--- src/rtl/calc_sequencer.sv ---
// Per-sample sequencer for the MSDAP filter datapath: walks the rj segments, issues
// coefficient / sample reads, steers the ALU and shifter, and flags y(n) complete.
module calc_sequencer #(
  parameter int NUM_SEG = 16,
  parameter int COEF_AW = 9,
  parameter int DATA_AW = 8,
  parameter int RJ_W    = 8,
  localparam int SEG_AW = $clog2(NUM_SEG)
) (
  input  logic               Sclk,
  input  logic               Reset_n,
  input  logic               start,
  input  logic [DATA_AW-1:0] sample_ptr,
  input  logic               clear_hist,
  output logic [SEG_AW-1:0]  rj_addr,
  input  logic [RJ_W-1:0]    rj_data,
  output logic [COEF_AW-1:0] coef_addr,
  input  logic [DATA_AW:0]   coef_data,
  output logic [DATA_AW-1:0] data_addr,
  output logic               acc_clr,
  output logic               alu_en,
  output logic               alu_sub,
  output logic               alu_zero,
  output logic [2:0]         calc_stage,
  output logic               busy,
  output logic               done,
  output logic               overrun,
  output logic [2:0]         state_dbg
);

  // Handshake: start is a single-cycle pulse accepted only in IDLE; busy covers the
  // whole calculation and done is the one-cycle completion strobe (no backpressure).

  typedef enum logic [2:0] {
    S_IDLE    = 3'd0,
    S_LOAD_RJ = 3'd1,
    S_RJ_WAIT = 3'd2,
    S_ACCUM   = 3'd3,
    S_DRAIN1  = 3'd4,
    S_DRAIN2  = 3'd5,
    S_SHIFT   = 3'd6,
    S_DONE    = 3'd7
  } state_t;

  localparam logic [SEG_AW-1:0]  LAST_SEG = SEG_AW'(NUM_SEG - 1);
  localparam logic [SEG_AW-1:0]  SEG_ONE  = SEG_AW'(1);
  localparam logic [COEF_AW-1:0] COEF_ONE = COEF_AW'(1);
  localparam logic [RJ_W-1:0]    RJ_ONE   = RJ_W'(1);
  localparam logic [DATA_AW:0]   N_ONE    = (DATA_AW + 1)'(1);
  localparam logic [DATA_AW:0]   N_MAX    = (DATA_AW + 1)'(2 ** DATA_AW);

  state_t               state, state_n;
  logic [SEG_AW-1:0]    j;
  logic [COEF_AW-1:0]   coef_ptr;
  logic [DATA_AW:0]     n_count;
  logic [RJ_W-1:0]      cnt;
  logic [DATA_AW-1:0]   ptr;
  logic                 v1;
  logic [DATA_AW-1:0]   k;

  assign k = coef_data[DATA_AW-1:0];

  always_ff @(posedge Sclk or negedge Reset_n) begin
    if (!Reset_n) state <= S_IDLE;
    else          state <= state_n;
  end

  always_comb begin
    state_n = state;
    unique case (state)
      S_IDLE:    if (start) state_n = S_LOAD_RJ;
      S_LOAD_RJ: state_n = S_RJ_WAIT;
      S_RJ_WAIT: state_n = (rj_data != '0) ? S_ACCUM : S_DRAIN1;
      S_ACCUM:   if (cnt == RJ_ONE) state_n = S_DRAIN1;
      S_DRAIN1:  state_n = S_DRAIN2;
      S_DRAIN2:  state_n = S_SHIFT;
      S_SHIFT:   state_n = (j == LAST_SEG) ? S_DONE : S_LOAD_RJ;
      S_DONE:    state_n = S_IDLE;
      default:   state_n = S_IDLE;
    endcase
    if (clear_hist) state_n = S_IDLE;
  end

  // Datapath registers; v1 marks a coefficient word arriving from the ROM this cycle.
  always_ff @(posedge Sclk or negedge Reset_n) begin
    if (!Reset_n) begin
      j        <= '0;
      coef_ptr <= '0;
      n_count  <= '0;
      cnt      <= '0;
      ptr      <= '0;
      v1       <= 1'b0;
      alu_en   <= 1'b0;
      alu_sub  <= 1'b0;
      alu_zero <= 1'b0;
      acc_clr  <= 1'b0;
      overrun  <= 1'b0;
    end else if (clear_hist) begin
      j        <= '0;
      coef_ptr <= '0;
      n_count  <= '0;
      cnt      <= '0;
      v1       <= 1'b0;
      alu_en   <= 1'b0;
      alu_sub  <= 1'b0;
      alu_zero <= 1'b0;
      acc_clr  <= 1'b0;
      overrun  <= 1'b0;
    end else begin
      acc_clr  <= 1'b0;
      overrun  <= start && (state != S_IDLE);
      v1       <= (state == S_ACCUM);
      alu_en   <= v1;
      alu_sub  <= v1 && coef_data[DATA_AW];
      alu_zero <= v1 && ({1'b0, k} >= n_count);
      unique case (state)
        S_IDLE: begin
          if (start) begin
            ptr      <= sample_ptr;
            n_count  <= (n_count == N_MAX) ? n_count : n_count + N_ONE;
            j        <= '0;
            coef_ptr <= '0;
            acc_clr  <= 1'b1;
          end
        end
        S_RJ_WAIT: cnt <= rj_data;
        S_ACCUM: begin
          coef_ptr <= coef_ptr + COEF_ONE;
          cnt      <= cnt - RJ_ONE;
        end
        S_SHIFT: j <= j + SEG_ONE;
        default: ;
      endcase
    end
  end

  always_comb begin
    rj_addr    = (state == S_LOAD_RJ) ? j : '0;
    coef_addr  = (state == S_ACCUM) ? coef_ptr : '0;
    data_addr  = v1 ? (ptr - k) : '0;
    busy       = (state != S_IDLE);
    done       = (state == S_DONE);
    state_dbg  = state;
    calc_stage = 3'b000;
    unique case (state)
      S_IDLE:  calc_stage = 3'b000;
      S_SHIFT: calc_stage = 3'b001;
      S_DONE:  calc_stage = 3'b100;
      default: calc_stage = 3'b010;
    endcase
  end

endmodule
--- config.mk ---
export PLATFORM = sky130hd
export DESIGN_NAME = calc_sequencer
export DESIGN_NICKNAME = d
export VERILOG_FILES = /design/src/rtl/calc_sequencer.sv
export SDC_FILE = /design/constraint.sdc
export NUM_CORES = 1
export LEC_CHECK = 0
export ABC_AREA = 1
export ABC_CLOCK_PERIOD_IN_PS = 4500
export CAP_MARGIN = 20
export CORE_UTILIZATION = 49
export CTS_CLUSTER_SIZE = 16
export DETAILED_ROUTE_END_ITERATION = 12
export MAX_ROUTING_LAYER = met4
export PLACE_DENSITY = 0.74
export SYNTH_ARGS = -nofsm -noshare
export SYNTH_HDL_FRONTEND = slang
export SYNTH_SLANG_ARGS = --single-unit
--- constraint.sdc ---
create_clock -name Sclk -period 4.5 [get_ports Sclk]
set_input_delay 0.9 -clock Sclk [delete_from_list [all_inputs] [get_ports Sclk]]
set_output_delay 0.9 -clock Sclk [all_outputs]
set_load 0.01 [all_outputs]
### Word-level counts from Yosys, hierarchy flattened

Index checks and enable logic that the tools add are counted.

* add/subtract/negate cells: 5
* $mul: 0
* div/mod/pow operators: 0
* magnitude comparators: 1
* equal/unequal tests: 13
* shifts and indexed selects: 0
* multiplexer cells: 30
* bitwise gates (word level): 1
* reductions and logical operators: 16

Operators with widths (count)
* two-way mux 9 bit: 7
* case mux 3 bit (8 select lines): 1
* adder 9 x 1 -> 9 bit (second input constant): 2
* case mux 9 bit (2 select lines): 1
* two-way mux 8 bit: 2
* case mux 8 bit (2 select lines): 1
* two-way mux 3 bit: 5
* equality test 3 bit (second input constant): 4
* two-way mux 4 bit: 3
* nonzero test 3 bit: 4
* equality test 9 bit (second input constant): 1
* >= comparator 8 x 9 -> 1 bit: 1
* case mux 3 bit (3 select lines): 1
* equality test 8 x 1 -> 1 bit (second input constant): 1
* two-way mux 1 bit: 8
* case mux 4 bit (2 select lines): 1
* nonzero test 8 bit: 1
* subtractor 8 x 1 -> 8 bit (second input constant): 1
* subtractor 8 bit: 1
* equality test 3 x 2 -> 1 bit (second input constant): 2
* inequality test 3 bit (second input constant): 2
* AND reduction 2 bit: 3
* AND reduction 3 bit: 2
* adder 4 x 1 -> 4 bit (second input constant): 1
* other kinds (7): 10

* register bits after elaboration: 47
* latch bits: 0
* RAM bits: 0
* ROM bits: 0
* bits of input ports: 29
* output and inout bits: 34
* logic and storage cells: 78
* memories: 0

### Logic depth before layout (Yosys ltp)

Gate-level depths: netlist of run 1.

* depth after elaboration: 5
* gate-level depth with buffers: 10
* mapped depth without buffers: 10

### Least setup slack after synthesis of run 1

OpenSTA, ideal clock, no wires.

* path kind: input-to-output
* start point: in coef_data[0]
* end point: out data_addr[4]
* data arrival time: 1.918 ns
* required time: 3.600 ns
* path slack: 1.682 ns
* cell stages on the path: 7
* buffers on the path: 0
* cells stage by stage: ha_1 > inv_1 > fa_1 > inv_1 > o21ai_0 > xnor2_1 > nor2_1

* word-level cells in the longest chain between the ends: 2

RTL lines
* start: declaration: line 18 `input logic [DATA_AW:0] coef_data,`
* subtractor 8 bit: line 140 `data_addr = v1 ? (ptr - k) : '0;`
* two-way mux 8 bit: line 140
* end: declaration: line 19 `output logic [DATA_AW-1:0] data_addr,`

No other way between the ends.

### Worst setup path in the final report of run 1

* start point: in coef_data[0]
* end point: out data_addr[6]

The elaborated chain is that of the path after synthesis.

==> impl_metrics.ini, run 1 <==
[synthesis]
synth_area_leaders = dfrtp_1 (36%), nand2_1 (15%), ha_1 (8.1%)
synth_area_um2 = 3260
ys_seq_area_share_pct = 36.1
synth_compound_area_share_pct = 11.3
synth_top_area_cell = dfrtp_1
synth_xor_xnor_area_share_pct = 1.61
synth-adder-area-share_pct = 8.68
synth_seq_cells = 47
yosys_warnings = 0
mappedNetlistNets = 518
synth_top_family_by_area = simple AND/OR/NAND/NOR gates
avgSynthCellArea_um2 = 6.97
synth_cells = 467
synth_top_area_share_pct = 36.1
synth.distinct_cells = 35
muxShareOfSynthArea_pct = 0
synth-simple-area-share_pct = 32.5

[route]
wl_per_cell_um = 12.5
wirelength_um = 7570
drt_iter0_drc = 138
first_pass_iters = 4
drt-vias-per-instance = 5.12
final_antenna_net_count = 0
drcViolationCount = 0
vias = 3113

[power]
p_switching_uw = 485
ir_drop_v = 0.000179
clkPwrFrac_pct = 20.5
pwr-share-seq_pct = 42.7
power.internal_uw = 777
powerDensity_nw_per_um2 = 313
comb_power_share_pct = 36.8
p_leak_nw = 1.95
switching_share_pct = 38.5

[grt]
grt_pass1_vias = 2865
grt_max_degree = 48
grt_use_total_pct = 23.9
grt_pass1_wl_um = 13200
grt-ovfl-total = 0
antenna_found_initial = 0

[cts]
cts_resized = 0
cts.sinks = 47
post_cts_buffers = 0
cts_max_path_buffers = 2
cts_buffers = 5
cts-root-buf = clkbuf_8
clk_pin_slew_ns = 0.09
cts_tree = built
htree_levels = 2
worst_skew_pair.late_latency_ns = 0.30
cts_hold_buf = 0

[critical_path]
end_kind = output port
worstPathRequired_ns = 3.60
cp-start-kind = input pin
crit_fanout = 3
arrival_ns = 2.96
crit_type = input pin to output port

[sta]
fin_crit_sh_pct = 85.8
rsz0062_at_grt = false
fmax_ghz = 0.259
hold_viol = 0
final.setup.worst_slack_ns = 0.641
clock_skew_ns = 0.00528
tightest_slew_ns = 0.563
slew_viol_final = 0
setup_viol = 0
fin_setup_tns_ns = 0
relSlewSlack_pct = 62.4
finalCriticalPeriod_ns = 3.86

[die]
coreArea_um2 = 6390
dieArea_um2 = 6980
fp.dieH_um = 83.5
ioPinCount = 63
start_util_pct = 51.0
placementRows = 29
die_w_um = 83.5

[hold_path]
min_path_type = register to register

[flow_run]
cap_violations = 0

[placement]
port_buffers = 62
dpl.hpwl_um = 5710
dp_cells = 599
place_ws_ns = 0.633
place_area_um2 = 3920
place_congestion = 0.871

[layout]
layout.cells.non_filler = 608
nNetsFinal = 581
final_area_um2 = 4030
n_antenna_cell = 0
final.fill_count = 610
multiInputGateArea_um2 = 1760
layout-drive-gt1-share_pct = 5.46
synthToLayoutAreaGrowth_pct = 23.7
final-seq-area_um2 = 1180

[status]
status = complete, no violations
==> per-layer routing <==
metal | share of wire (%) | vias to the layer above | routed length (µm) | track usage [%]
met1 | 50 | 1417 | 3810 | 32.5
met2 | 45 | 73 | 3370 | 36.9
met3 | 4.2 | 7 | 317 | 4.25
li1 | - | 1616 | - | -
met5 | 0 | - | 0 | -
met4 | 1.0 | 0 | 76 | 6.63
==> cells in the mapped netlist (all sizes together) <==
cell type    n
nand2      131
inv         70
nor2        62
dfrtp       47
o21ai       40
nand3       33
a21oi       23
ha          21
nand4       11
buf          5
nor3         5
xor2         5
clkbuf       2
clkinv       2
o22ai        2
or2          2
a21boi       1
a22oi        1
fa           1
nand3b       1
o21a         1
xnor2        1
==> cell families after synthesis <==
group / Yosys count
AOI/OAI and AO/OA: 68
xor gates and xnor gates: 6
adders and majority gates: 22
buffers and inverters: 79
DFF: 47
and+or+nand+nor: 245
==> state kept, by name, summed over array words and instances, names as in the netlist <==
signal / count
coef_ptr: 9
n_count: 9
cnt: 8
ptr: 8
j: 4
state_dbg: 3
acc_clr: 1
alu_en: 1
alu_sub: 1
alu_zero: 1
overrun: 1
v1: 1
==> path summary, 6_finish.rpt <==
check,start,end,slack (ns),cells after the start
max reg2reg,state_dbg[1],cnt[3],2.78,7
min in group asynchronous,Reset_n,n_count[6],0.55,1
max in group asynchronous,Reset_n,cnt[7],3.44,2
min,cnt[7],cnt[7],0.49,2
max,coef_data[0],data_addr[6],0.64,10
min reg2reg,cnt[7],cnt[7],0.49,2
==> worst max-delay path, stage by stage <==
cell             delay (ns)
clkdlybuf4s50_1        0.49
ha_1                   0.15
inv_1                  0.06
fa_1                   0.40
inv_1                  0.09
nor3_1                 0.05
nor2_1                 0.14
nor2_1                 0.05
nor2_1                 0.10
clkdlybuf4s50_1        0.53
==> metrics by stage <==
step                power, mW  utilization (%)  hold WS (ns)
finish                   1.26             63.1         0.490
global route             1.37             63.1         0.526
CTS                      1.27             62.8         0.497
detailed placement       1.01             61.4         0.466
global placement        0.997             61.4         0.465
floorplan               0.858                -         0.441
==> power by group through the flow <==
stage | Combinational (mW) | Clock, mW | Sequential (mW)
2_1_floorplan | 0.327 | 0 | 0.531
3_3_place_gp | 0.453 | 0 | 0.544
3_5_place_dp | 0.463 | 0 | 0.544
4_1_cts | 0.464 | 0.265 | 0.537
5_1_grt | 0.534 | 0.285 | 0.547
6_report | 0.465 | 0.258 | 0.539
==> cell type report <==
class	count	share of cell area [%]
repair buffers	63	15.8
clock buffers	5	1.71
multi-input cells	341	43.7
flip-flops and latches	47	29.2
clock inverters	3	0.497
well taps	77	2.39
inverters	72	6.74
==> cell usage in the layout, fill, tap and decap left out, types with 2 or more instances in the layout <==
cell	n
nand3_1	31
inv_2	4
a21oi_1	22
o21ai_1	2
o22ai_1	2
clkinv_2	2
nand4_1	11
ha_1	21
o21ai_0	38
nor2_2	2
nor2_4	2
nor3_1	5
clkdlybuf4s50_1	61
nor2_1	58
clkbuf_8	5
clkinvlp_4	2
dfrtp_1	47
or2_2	2
nand2_2	2
nand2_1	128
inv_1	66
xor2_1	5
Note: power is estimated with default switching activity, not from simulation.
==> inputs of run 2 (changes only) <==
--- a/config.mk
+++ b/config.mk
@@ -13,6 +13,7 @@
 export DETAILED_ROUTE_END_ITERATION = 12
 export MAX_ROUTING_LAYER = met4
 export PLACE_DENSITY = 0.74
+export RECOVER_POWER = 50
 export SYNTH_ARGS = -nofsm -noshare
 export SYNTH_HDL_FRONTEND = slang
 export SYNTH_SLANG_ARGS = --single-unit
==> run 2 against run 1 <==
Effect of this change:
- the run now ends with max-capacitance violations, max-slew violations left
- flip-flop and latch count did not move
- global-route usage did not move
- clock skew barely moved
- sequential share of layout area rose by 0.18 points
- cell area fell by 0.62%
- routed wire length fell by 0.41%
==> impl_metrics.ini, run 2 (synthesis results as in run 1) <==
[status]
status = finished with violations
violations = max-capacitance violations, max-slew violations

[sta]
hold_viol = 0
slew_viol_final = 29
relSlewSlack_pct = -5.35
rsz0062_at_grt = false
finalCriticalPeriod_ns = 3.88
holdWs_ns = 0.492
fin_crit_sh_pct = 86.2
fin_setup_tns_ns = 0
setup_viol = 0
clock_skew_ns = 0.00547
final.setup.worst_slack_ns = 0.620
tightest_slew_ns = 1.58
fmax_ghz = 0.258

[die]
ioPinCount = 63
start_util_pct = 51.0
die_w_um = 83.5
coreArea_um2 = 6390
placementRows = 29
dieArea_um2 = 6980
fp.dieH_um = 83.5

[cts]
cts_max_path_buffers = 2
cts_hold_buf = 0
post_cts_buffers = 0
cts.sinks = 47
cts_resized = 0
cts_tree = built
clk_pin_slew_ns = 0.09
htree_levels = 2
worst_skew_pair.late_latency_ns = 0.30
cts_buffers = 5
cts-root-buf = clkbuf_8

[critical_path]
crit_top_cell = a21oi_1
cp-start-kind = input pin
worstReg2RegStart = state_dbg[1]
critical-path-top-delay-family = buffers and inverters
max_stage_delay_ns = 0.59
crit_chain = dlygate4sd3_1, inv_1, ha_1, a21oi_1, nand2_1, nand3_1, a21oi_1, nor2_1, clkdlybuf4s50_1
crit_type = input pin to output port
critical_path_depth = 9
end_kind = output port
arrival_ns = 2.98
reg2regPathDepth = 7
crit_fanout = 5
r2r_end = cnt[3]
crit_path_top_delay_cell = dlygate4sd3_1
rrSetupSlack_ns = 2.79
endpoint = data_addr[5]
worstPathRequired_ns = 3.60
crit_path_start = coef_data[2]
crit_buf_inv = 3

[hold_path]
min_path_type = register to register
worst_hold_path.num_cells = 2

[layout]
layout-drive-gt1-share_pct = 4.71
synthToLayoutAreaGrowth_pct = 22.9
n_antenna_cell = 0
final-seq-area_um2 = 1180
final.fill_count = 615
multiInputGateArea_um2 = 1750
nNetsFinal = 581
final_common_cell = nand2_1
top_regs = coef_ptr x9, n_count x9
final_cell_mix = nand2_1 (129), inv_1 (67), nor2_1 (58)

[placement]
port_buffers = 62
place_congestion = 0.871
place_ws_ns = 0.633
dpl.hpwl_um = 5710

[route]
vias = 3091
wl_per_cell_um = 12.4
first_pass_iters = 4
drt_iter0_drc = 162
final_antenna_net_count = 0
drcViolationCount = 0
wirelength_um = 7540
drt-vias-per-instance = 5.08

[power]
pwr-share-seq_pct = 42.9
comb_power_share_pct = 36.5
clkPwrFrac_pct = 20.6
p_leak_nw = 1.96
switching_share_pct = 38.5
ir_drop_v = 0.000178
powerDensity_nw_per_um2 = 314
p_switching_uw = 483
power.internal_uw = 772
finalPower_mw = 1.26

[grt]
grt-ovfl-total = 0
grt_max_degree = 48
antenna_found_initial = 0
grt_use_total_pct = 23.9
grt_pass1_wl_um = 13200
grt_pass1_vias = 2865

[flow_run]
cap_violations = 1
==> run 2: cell types whose count changed in the layout (fill, tap and decap cells not counted), sizes merged <==
cell           delta
buf               -2
clkbuf            +2
clkdlybuf4s50    -10
dlygate4sd3      +10
==> run 2: layout make-up <==
type | count | share of cell area, %
clock buffer | 5 | 1.72
tap | 77 | 2.41
multi-input combinational | 341 | 43.8
clock inverter | 3 | 0.500
sequential | 47 | 29.4
timing repair buffer | 63 | 15.4
inverter | 72 | 6.78
==> run 2: how the worst min path moves through the flow <==
stage                         to    from  slack, ns
after floorplan           cnt[7]  cnt[7]       0.44
after global placement    cnt[7]  cnt[7]       0.47
after detailed placement  cnt[7]  cnt[7]       0.47
after CTS                 cnt[7]  cnt[7]       0.50
after global routing      ptr[4]  ptr[4]       0.53
final                     cnt[7]  cnt[7]       0.49
==> run 2: metrics by stage <==
step,area [µm²],utilization (%),instances
after floorplan,3260,-,467
after global placement,3920,61.4,599
after detailed placement,3920,61.4,599
after CTS,4010,62.8,607
after global routing,4000,62.7,608
final,4000,62.7,608
==> run 2: layer usage <==
layer	part of all wire, %	GRT usage (%)	vias up
li1	-	-	1618
met1	50	32.5	1402
met2	45	36.9	65
met3	4.0	4.25	6
met4	1.1	6.63	0
met5	0	-	-
==> run 2: power groups by stage <==
stage          sequential [mW]  combinational [mW]  clock, mW
2_1_floorplan            0.531               0.327          0
4_1_cts                  0.537               0.464      0.265
6_report                 0.538               0.458      0.258
3_5_place_dp             0.544               0.463          0
5_1_grt                  0.547               0.528      0.285
3_3_place_gp             0.544               0.453          0
==> run 2: tightest hold or removal path, stage by stage, from the launching register on <==
cell	delay [ns]
dfrtp_1	0.35
nand2_1	0.06
nand2_1	0.06
